<file path="config.mk">
export PLATFORM = sky130hd
export DESIGN_NAME = cmsdk_apb4_eg_slave_reg_gen
export DESIGN_NICKNAME = d
export VERILOG_FILES = /design/src/rtl/cmsdk_apb4_eg_slave_reg_gen.sv
export SDC_FILE = /design/constraint.sdc
export NUM_CORES = 1
export LEC_CHECK = 0
export CAP_MARGIN = 0
export CORE_MARGIN = 3
export CORE_UTILIZATION = 60
export CTS_BUF_LIST = sky130_fd_sc_hd__clkbuf_2 sky130_fd_sc_hd__clkbuf_4 sky130_fd_sc_hd__clkbuf_8
export DETAILED_ROUTE_END_ITERATION = 8
export DONT_BUFFER_PORTS = 1
export PLACE_DENSITY = 0.76
export SYNTH_ARGS = -nofsm -noshare
export SYNTH_HDL_FRONTEND = slang
export SYNTH_SLANG_ARGS = --single-unit
</file>
<file path="constraint.sdc">
create_clock -name pclk -period 3.7 [get_ports pclk]
set_input_delay 0.74 -clock pclk [delete_from_list [all_inputs] [get_ports pclk]]
set_output_delay 0.74 -clock pclk [all_outputs]
set_load 0.005 [all_outputs]
</file>
<file path="src/rtl/cmsdk_apb4_eg_slave_reg_gen.sv">
//------------------------------------------------------------------------------
// cmsdk_apb4_eg_slave_reg_gen
//
// Parametrised register block for the APB4 example slave. It provides
// NUM_REGS byte-strobed 32-bit data registers, the fixed PID/CID
// identification space at 0xFD0-0xFFC, a programmable wait-state handshake
// (ready) and an error response (slverr). The APB4 wrapper drives
// req = psel & penable and forwards ready/slverr to pready/pslverr.
//
// Optional feature:
//   CMSDK_APB4_EG_SLAVE_REG_LOCK_EN - when defined, adds a lock register at
//   offset 0xF00. Writing 32'h1ACCE551 with all four strobes unlocks; any
//   other write locks. While locked, data register writes are dropped and
//   answered with slverr. When undefined, 0xF00 is an ordinary unmapped
//   address.
//
// Parameters:
//   ADDRWIDTH   - byte address width (12..16)
//   NUM_REGS    - number of data registers (1..64), register k at 4*k
//   WAIT_STATES - extra wait cycles per access (0..15)
//   RESET_VAL   - reset value of every data register
//
// Ports:
//   pclk        in   clock
//   presetn     in   asynchronous active-low reset
//   req         in   access request, held high until ready
//   write       in   1 = write, 0 = read, stable while req is high
//   addr        in   byte address (bits [1:0] ignored)
//   byte_strobe in   write byte enables (ignored on reads)
//   wdata       in   write data
//   ecorevnum   in   ECO revision number, returned in PID3[7:4]
//   rdata       out  read data, valid only while ready is high
//   ready       out  one-cycle transfer-complete pulse
//   slverr      out  error flag, valid only while ready is high
//------------------------------------------------------------------------------
module cmsdk_apb4_eg_slave_reg_gen #(
    parameter int          ADDRWIDTH   = 12,
    parameter int          NUM_REGS    = 4,
    parameter int          WAIT_STATES = 0,
    parameter logic [31:0] RESET_VAL   = 32'h0000_0000
) (
    input  logic                 pclk,
    input  logic                 presetn,
    input  logic                 req,
    input  logic                 write,
    input  logic [ADDRWIDTH-1:0] addr,
    input  logic [3:0]           byte_strobe,
    input  logic [31:0]          wdata,
    input  logic [3:0]           ecorevnum,
    output logic [31:0]          rdata,
    output logic                 ready,
    output logic                 slverr
);

    typedef enum logic [1:0] {
        ST_IDLE = 2'd0,
        ST_WAIT = 2'd1,
        ST_RESP = 2'd2
    } state_t;

    localparam logic [31:0] UNLOCK_KEY = 32'h1ACC_E551;

    state_t      state;
    logic [3:0]  cnt;

    logic [31:0] regs [NUM_REGS];

    // Request captured in IDLE
    logic                 write_p0;
    logic [ADDRWIDTH-1:0] addr_p0;
    logic [3:0]           strobe_p0;
    logic [31:0]          wdata_p0;

    // Effective access attributes
    logic                 acc_write;
    logic [ADDRWIDTH-1:0] acc_addr;
    logic [3:0]           acc_strobe;
    logic [31:0]          acc_wdata;

    logic [15:0] addr_ext;
    logic [13:0] word_idx;
    logic        hi_zero;
    logic        data_hit;
    logic        id_hit;
    logic        lock_hit;
    logic        locked;
    logic        go_resp;
    logic        err;
    logic        commit;
    logic        data_we;
    logic [31:0] rd_val;
    logic        unused_addr_lsbs;

    // Merge new bytes into an old word under a byte-enable mask.
    function automatic logic [31:0] merge_bytes(input logic [31:0] old_w,
                                                input logic [31:0] new_w,
                                                input logic [3:0]  strb);
        logic [31:0] res;
        res = old_w;
        for (int i = 0; i < 4; i++) begin
            if (strb[i]) begin
                res[8*i +: 8] = new_w[8*i +: 8];
            end
        end
        return res;
    endfunction

    // PID/CID table, indexed by word address bits [11:2].
    function automatic logic [31:0] id_value(input logic [9:0] widx,
                                             input logic [3:0] eco);
        logic [31:0] v;
        case (widx)
            10'h3F4: v = 32'h0000_0004;            // PID4
            10'h3F8: v = 32'h0000_0019;            // PID0
            10'h3F9: v = 32'h0000_00B8;            // PID1
            10'h3FA: v = 32'h0000_001B;            // PID2
            10'h3FB: v = {24'h0, eco, 4'h0};       // PID3
            10'h3FC: v = 32'h0000_000D;            // CID0
            10'h3FD: v = 32'h0000_00F0;            // CID1
            10'h3FE: v = 32'h0000_0005;            // CID2
            10'h3FF: v = 32'h0000_00B1;            // CID3
            default: v = 32'h0000_0000;            // PID5-7 and holes
        endcase
        return v;
    endfunction

    // With zero wait states the commit edge is the same edge that samples
    // the request, so the live inputs are used in IDLE and the captured
    // copy afterwards.
    always_comb begin
        if (state == ST_IDLE) begin
            acc_write  = write;
            acc_addr   = addr;
            acc_strobe = byte_strobe;
            acc_wdata  = wdata;
        end else begin
            acc_write  = write_p0;
            acc_addr   = addr_p0;
            acc_strobe = strobe_p0;
            acc_wdata  = wdata_p0;
        end
    end

    // Address decode on a zero-extended 16-bit view of the address
    assign addr_ext         = 16'(acc_addr);
    assign word_idx         = addr_ext[15:2];
    assign hi_zero          = (addr_ext[15:12] == 4'h0);
    assign data_hit         = (word_idx < 14'(NUM_REGS));
    assign id_hit           = hi_zero && (addr_ext[11:4] >= 8'hFD);
    assign unused_addr_lsbs = ^addr_ext[1:0];

`ifdef CMSDK_APB4_EG_SLAVE_REG_LOCK_EN
    assign lock_hit = hi_zero && (addr_ext[11:2] == 10'h3C0);

    always_ff @(posedge pclk or negedge presetn) begin
        if (!presetn) begin
            locked <= 1'b0;
        end else if (commit && lock_hit) begin
            locked <= !((acc_wdata == UNLOCK_KEY) && (acc_strobe == 4'hF));
        end
    end
`else
    assign lock_hit = 1'b0;
    assign locked   = 1'b0;
`endif

    // Transfer completes on this edge
    always_comb begin
        go_resp = 1'b0;
        case (state)
            ST_IDLE: go_resp = req && (WAIT_STATES == 0);
            ST_WAIT: go_resp = req && (cnt == 4'(WAIT_STATES));
            default: go_resp = 1'b0;
        endcase
    end

    // Errors: writes outside any writable location, to the ID space, or to
    // a data register while locked. An all-zero strobe is a silent no-op.
    assign err     = acc_write &&
                     (id_hit || (data_hit && locked) || !(data_hit || lock_hit));
    assign commit  = go_resp && acc_write && !err;
    assign data_we = commit && data_hit;

    always_comb begin
        rd_val = 32'h0;
        if (!acc_write) begin
            if (data_hit) begin
                for (int k = 0; k < NUM_REGS; k++) begin
                    if (word_idx == 14'(k)) begin
                        rd_val = regs[k];
                    end
                end
            end else if (lock_hit) begin
                rd_val = {31'b0, locked};
            end else if (id_hit) begin
                rd_val = id_value(addr_ext[11:2], ecorevnum);
            end
        end
    end

    // ---- Stage p0: capture request attributes in IDLE ----
    always_ff @(posedge pclk) begin
        if ((state == ST_IDLE) && req) begin
            write_p0  <= write;
            addr_p0   <= addr;
            strobe_p0 <= byte_strobe;
            wdata_p0  <= wdata;
        end
    end

    // ---- Control FSM with registered outputs ----
    always_ff @(posedge pclk or negedge presetn) begin
        if (!presetn) begin
            state  <= ST_IDLE;
            cnt    <= 4'd0;
            ready  <= 1'b0;
            slverr <= 1'b0;
            rdata  <= 32'h0;
        end else begin
            ready  <= go_resp;
            slverr <= go_resp && err;
            rdata  <= go_resp ? rd_val : 32'h0;
            case (state)
                ST_IDLE: begin
                    if (req) begin
                        if (WAIT_STATES == 0) begin
                            state <= ST_RESP;
                        end else begin
                            state <= ST_WAIT;
                            cnt   <= 4'd1;
                        end
                    end
                end
                ST_WAIT: begin
                    if (!req) begin
                        // Aborted transfer: nothing is committed
                        state <= ST_IDLE;
                        cnt   <= 4'd0;
                    end else if (cnt == 4'(WAIT_STATES)) begin
                        state <= ST_RESP;
                        cnt   <= 4'd0;
                    end else begin
                        cnt <= cnt + 4'd1;
                    end
                end
                ST_RESP: begin
                    state <= ST_IDLE;
                end
                default: begin
                    state <= ST_IDLE;
                    cnt   <= 4'd0;
                end
            endcase
        end
    end

    // ---- Data registers ----
    always_ff @(posedge pclk or negedge presetn) begin
        if (!presetn) begin
            for (int k = 0; k < NUM_REGS; k++) begin
                regs[k] <= RESET_VAL;
            end
        end else begin
            for (int k = 0; k < NUM_REGS; k++) begin
                if (data_we && (word_idx == 14'(k))) begin
                    regs[k] <= merge_bytes(regs[k], acc_wdata, acc_strobe);
                end
            end
        end
    end

endmodule
</file>
# Word-level counts from Yosys, hierarchy flattened
# Cells that the tools add are included.
# classes
n_addsub	1
multipliers	0
n_div	0
order_cmp	2
n_eq_ne	16
shift	0
mux	21
bitwise	0
n_reduce_logical	35
# op_table
op	count
32-bit 2-to-1 mux	8
10-bit equality test, second input constant	9
8-bit case mux with 9 select lines	1
2-bit AND reduction	17
10-bit by 2-bit equality test with 1-bit output, second input constant	2
14-bit zero test	1
12-bit 2-to-1 mux	1
4-bit 2-to-1 mux	3
1-bit logical AND	11
10-bit by 1-bit equality test with 1-bit output, second input constant	1
10-bit by 3-bit less-than comparator with 1-bit output, second input constant	1
8-bit greater-or-equal comparator, second input constant	1
8-bit 2-to-1 mux	1
4-bit case mux with 2 select lines	1
2-bit 2-to-1 mux	3
4-bit by 1-bit adder with 4-bit output, second input constant	1
4-bit zero test	1
2-bit case mux with 2 select lines	1
3-bit != test, second input constant	1
2-bit by 1-bit equality test with 1-bit output, second input constant	1
2-bit equality test, second input constant	1
1-bit zero test	2
2-bit zero test	1
2-bit != test, second input constant	1
4 further kinds	4
# word_totals
ff_bits	217
latchBits	0
ram_bits	0
rom_bits	0
input_bits	56
output_inout_bits	34
word_cells	100
mem_count	0

# Logic depth before layout (Yosys ltp)
# depth
depth_word	11
mapped_depth	9
ltp_nobuf	6

# Worst setup path before layout
# Ideal clock, no wire load.
# synth_timing
kind	input port to flip-flop
startpoint	input req
endpoint	register regs[32] (netlist name)
setup_ns	0.125
arrival_time_ns	2.977
t_required_ns	3.575
setup_slack_ns	0.598
path_stages	6
path_buffers	0
path_cell_list	nand2b_1 inv_1 and2_1 nand2_1 nor3b_4 mux2_2
# synth_via
elab_chain_len	7
# synth_rtl
element	line_no	rtl
start: declaration	44	input logic req,
1-bit logical AND	172	ST_WAIT: go_resp = req && (cnt == 4'(WAIT_STATES));
1-bit case mux with 2 select lines (*)	170	case (state)
named net go_resp	87	logic go_resp;
1-bit logical AND (*) (2 in a row)	181	assign commit = go_resp && acc_write && !err;
1-bit logical AND (*)	182	assign data_we = commit && data_hit;
1-bit logical AND (*)	265	if (data_we && (word_idx == 14'(k))) begin
2-bit AND reduction (no line) (*)	-	
end signal: indexed assignment	266	regs[k] <= merge_bytes(regs[k], acc_wdata, acc_strobe);
end: declaration	66	logic [31:0] regs [NUM_REGS];
# Mark *: on every way through the listed nets, which the timed path passes. The rest lies on a longest branch.
# A chain may end at the register's enable or synchronous reset.

# Worst setup path after layout
# layout_timing
startpoint	register state[1]
endpoint	register regs[33] (netlist name)
# layout_via
word_cells_on_any_way	19
cone_classes	2 x order compare; 2 x eq/ne; 5 x mux; 10 x reduce/logical
# layout_lines
element	line_no	rtl
start: declaration	63	state_t state;
start signal: assignment	214	state <= ST_IDLE;
start signal: assignment	227	state <= ST_RESP;
start signal: assignment	229	state <= ST_WAIT;
2-bit by 1-bit equality test with 1-bit output / 2-bit zero test (equally long branches)	170	
1-bit case mux with 2 select lines (*)	170	
named net go_resp	87	
1-bit logical AND (*) (2 in a row)	181	
1-bit logical AND (*)	182	
1-bit logical AND (*)	265	
2-bit AND reduction (no line) (*)	-	
# Marked as above.

==> run_results.csv <==
group,metric,value,unit
outcome,outcome,"finished, violations left",
outcome,violations,"hold timing",
worst_hold_path,min_path_type,"in -> async",
timing,setup_viol,0,
timing,tns,0,ns
timing,fin_crit,2.73,ns
synthesis,synth_cell_types,43,
timing,period_share,73.8,%
floorplanning,die_height,127,um
synthesis,syn_area,0.00882,mm^2
critical_path,cp_data_required_time,4.13,ns
critical_path,endpoint,"regs[33]",
power_and_ir_drop,p_leak,4.45,nW
critical_path,endpoint_kind,"flop",
detailed_routing,route.detailed.wl_per_inst,23.3,um
place,dp_hpwl,12100,um
clocking,cts.path.max_buffers,3,
detailed_routing,drt_first_pass_iters,5,
layout,diodes,0,
clocking,h-tree-depth,1,
synthesis,syn-num-nets,659,
run,drv_cap,0,
clocking,post_cts_resized,0,
floorplanning,core,0.0141,mm^2
power_and_ir_drop,comb_power_share,5.4,%
timing,worst_pin_slew,0.895,ns
timing,hold_viol,163,
clocking,clk_pin_slew,0.06,ns
timing,timing.hold.ws,-0.109,ns
detailed_routing,drt_iter0_drc,581,
place,port_buffers,0,
global_route,grt_max_degree,164,
global_route,grt_pass1_vias,5816,
clocking,cts_made_buffers,31,
critical_path,crit_type,"reg -> reg",
global_route,grt_usage,24.0,%
power_and_ir_drop,p_int,0.00354,W
layout,fillers,1004,
power_and_ir_drop,seqPwrFrac,52.7,%
timing,fmax,366,MHz
synthesis,synthArstFlopShare,79.5,%
synthesis,synth_area_leaders,"dfrtp_1 46%, mux2_2 20%, edfxtp_1 14%",
layout,final_cell_count_no_fill,825,
critical_path,crit_start,"state[1]",
critical_path,r2r-end,"regs[33]",
detailed_routing,drtAntennaViolNets,0,
place,dp.cells,768,
critical_path,rr_startpoint,"state[1]",
floorplanning,die_w,127,um
timing,rsz0062_at_grt,"false",
synthesis,yosysTopAreaCellShare,46.3,%
global_route,grt_pass1_wl,30700,um
global_route,overflow,0,
clocking,post-cts-setup-buffers,0,
synthesis,yosysMostFrequentCell,"dfrtp_1",
critical_path,ff2ff_setup_slack,0.97,ns
synthesis,synthFlopType,"dfrtp_1",
timing,slew_headroom,40.4,%
synthesis,syn_inst,603,
synthesis,synth-seq-cells,205,
synthesis,synth_edf_count,42,
synthesis,yosysWarnings,0,
power_and_ir_drop,p_clk_share,41.9,%
power_and_ir_drop,p_switching,0.000998,W
critical_path,cp.arrival,3.16,ns
critical_path,ff2ff_path_depth,6,
clocking,root_buffer,"clkbuf_8",
layout,syn2layout_area_growth,10.3,%
synthesis,yosysSeqAreaShare,60.6,%
synthesis,synth_top_cell_by_area,"dfrtp_1",
power_and_ir_drop,swShare,22.0,%
layout,nets,677,
clocking,cts_sinks,205,
clocking,clk-insertion-delay-late,0.55,ns
layout,fin_util,68.7,%
layout,drive_gt1_share,39.7,%
power_and_ir_drop,ir_drop,0.304,mV
detailed_routing,drcViolationCount,0,
global_route,grt_antenna_before_repair,0,
synthesis,avgSynthCellArea,14.6,um^2
floorplanning,io_pins,90,
detailed_routing,viasPerCell,6.58,
detailed_routing,num_vias,5429,
timing,fin_worst_skew,0.0118,ns
place,place_congestion,0.838,
floorplanning,start_util,62.3,%
critical_path,critPathMaxFanout,30,
power_and_ir_drop,powerDensity,466,mW/mm^2
timing,slew_violations,0,
clocking,cts_tree,"done",
critical_path,startpoint_type,"flop",
floorplanning,die-area,0.0162,mm^2
floorplanning,rows,43,
synthesis,synthTopCellsByCount,"163 x dfrtp_1, 159 x mux2_2, 42 x edfxtp_1",
detailed_routing,routed_wl,19200,um
-- state kept, by name (all words and copies together) (netlist names) --
name,cells
addr_p0,10
rdata,32
ready,1
regs,128
slverr,1
state,1
wdata_p0,32
-- stage by stage --
step                cell area, um^2  power, W  setup slack (ns)
floorplan                      8820   0.00260             0.598
global placement               9070   0.00266             0.915
detailed placement             9070   0.00267             0.892
CTS                            9730   0.00457             0.991
global route                   9730   0.00470             0.853
finish                         9730   0.00453             0.968
-- metal layers --
metal	vias up	part of all wire [%]	GRT usage, %
met5	-	0	0
met4	0	2.2	7.44
met3	38	6.6	4.68
met2	235	49	39.5
met1	2813	43	32.7
li1	2343	-	-
-- worst min path at each step --
| stage | depth (start not counted) | end | from | slack [ns] |
|---|---|---|---|---|
| floorplan | 0 | rdata[0] | presetn | 0.44 |
| global placement | 0 | rdata[4] | presetn | 0.45 |
| detailed placement | 0 | regs[4] | presetn | 0.45 |
| CTS | 0 | regs[3] | presetn | -0.14 |
| global route | 0 | regs[36] | presetn | -0.14 |
| finish | 0 | regs[4] | presetn | -0.11 |
-- kinds of logic (layout without fill, tap and decap cells) --
| group | after synthesis | after routing | share of synthesized area (%) |
|---|---|---|---|
| DFF | 205 | 205 | 60.6 |
| muxes | 165 | 165 | 21.0 |
| AOI/OAI and AO/OA | 110 | 110 | 9.93 |
| and+or+nand+nor | 84 | 84 | 6.67 |
| buffers and inverters | 39 | 81 | 1.84 |
-- power groups by stage --
stage	clock, W	sequential (W)	combinational (W)
finish	0.00190	0.00239	0.000243
global route	0.00204	0.00239	0.000264
CTS	0.00194	0.00239	0.000242
detailed placement	0	0.00243	0.000241
global placement	0	0.00243	0.000235
floorplan	0	0.00242	0.000182
-- layout make-up --
cell class	count	area, um^2	area share (%)
clock buffer	54	643	6.61
clock inverter	3	15.0	0.154
inverter	8	30.0	0.309
multi-input combinational	359	3330	34.2
sequential	205	5340	54.9
tap	180	225	2.32
timing repair buffer	16	145	1.49
-- cell usage in the layout, fill, tap and decap left out, types with 3 or more instances in the layout --
cell	n
a21oi_1	10
mux2_2	159
a221oi_1	3
nand3_1	5
o211ai_1	4
a32o_1	3
inv_1	7
nand2_1	10
clkinv_2	3
a222oi_1	24
o21ai_0	14
o22a_1	4
nor3_4	12
a22o_1	24
nand2b_1	3
buf_4	14
nor3b_4	4
mux2i_1	5
clkbuf_8	38
nor3_1	3
dfrtp_1	162
nor2_1	35
o21a_1	6
o22ai_1	5
clkbuf_4	16
edfxtp_1	42
-- worst max-delay path, stage by stage, from the launching register on --
cell	delay, ns
dfrtp_2	0.65
nand2b_1	0.35
inv_2	0.09
and2_1	0.25
nand2_1	0.27
nor3b_4	0.59
mux2_2	0.41
Note: power is estimated with default switching activity, not from simulation.
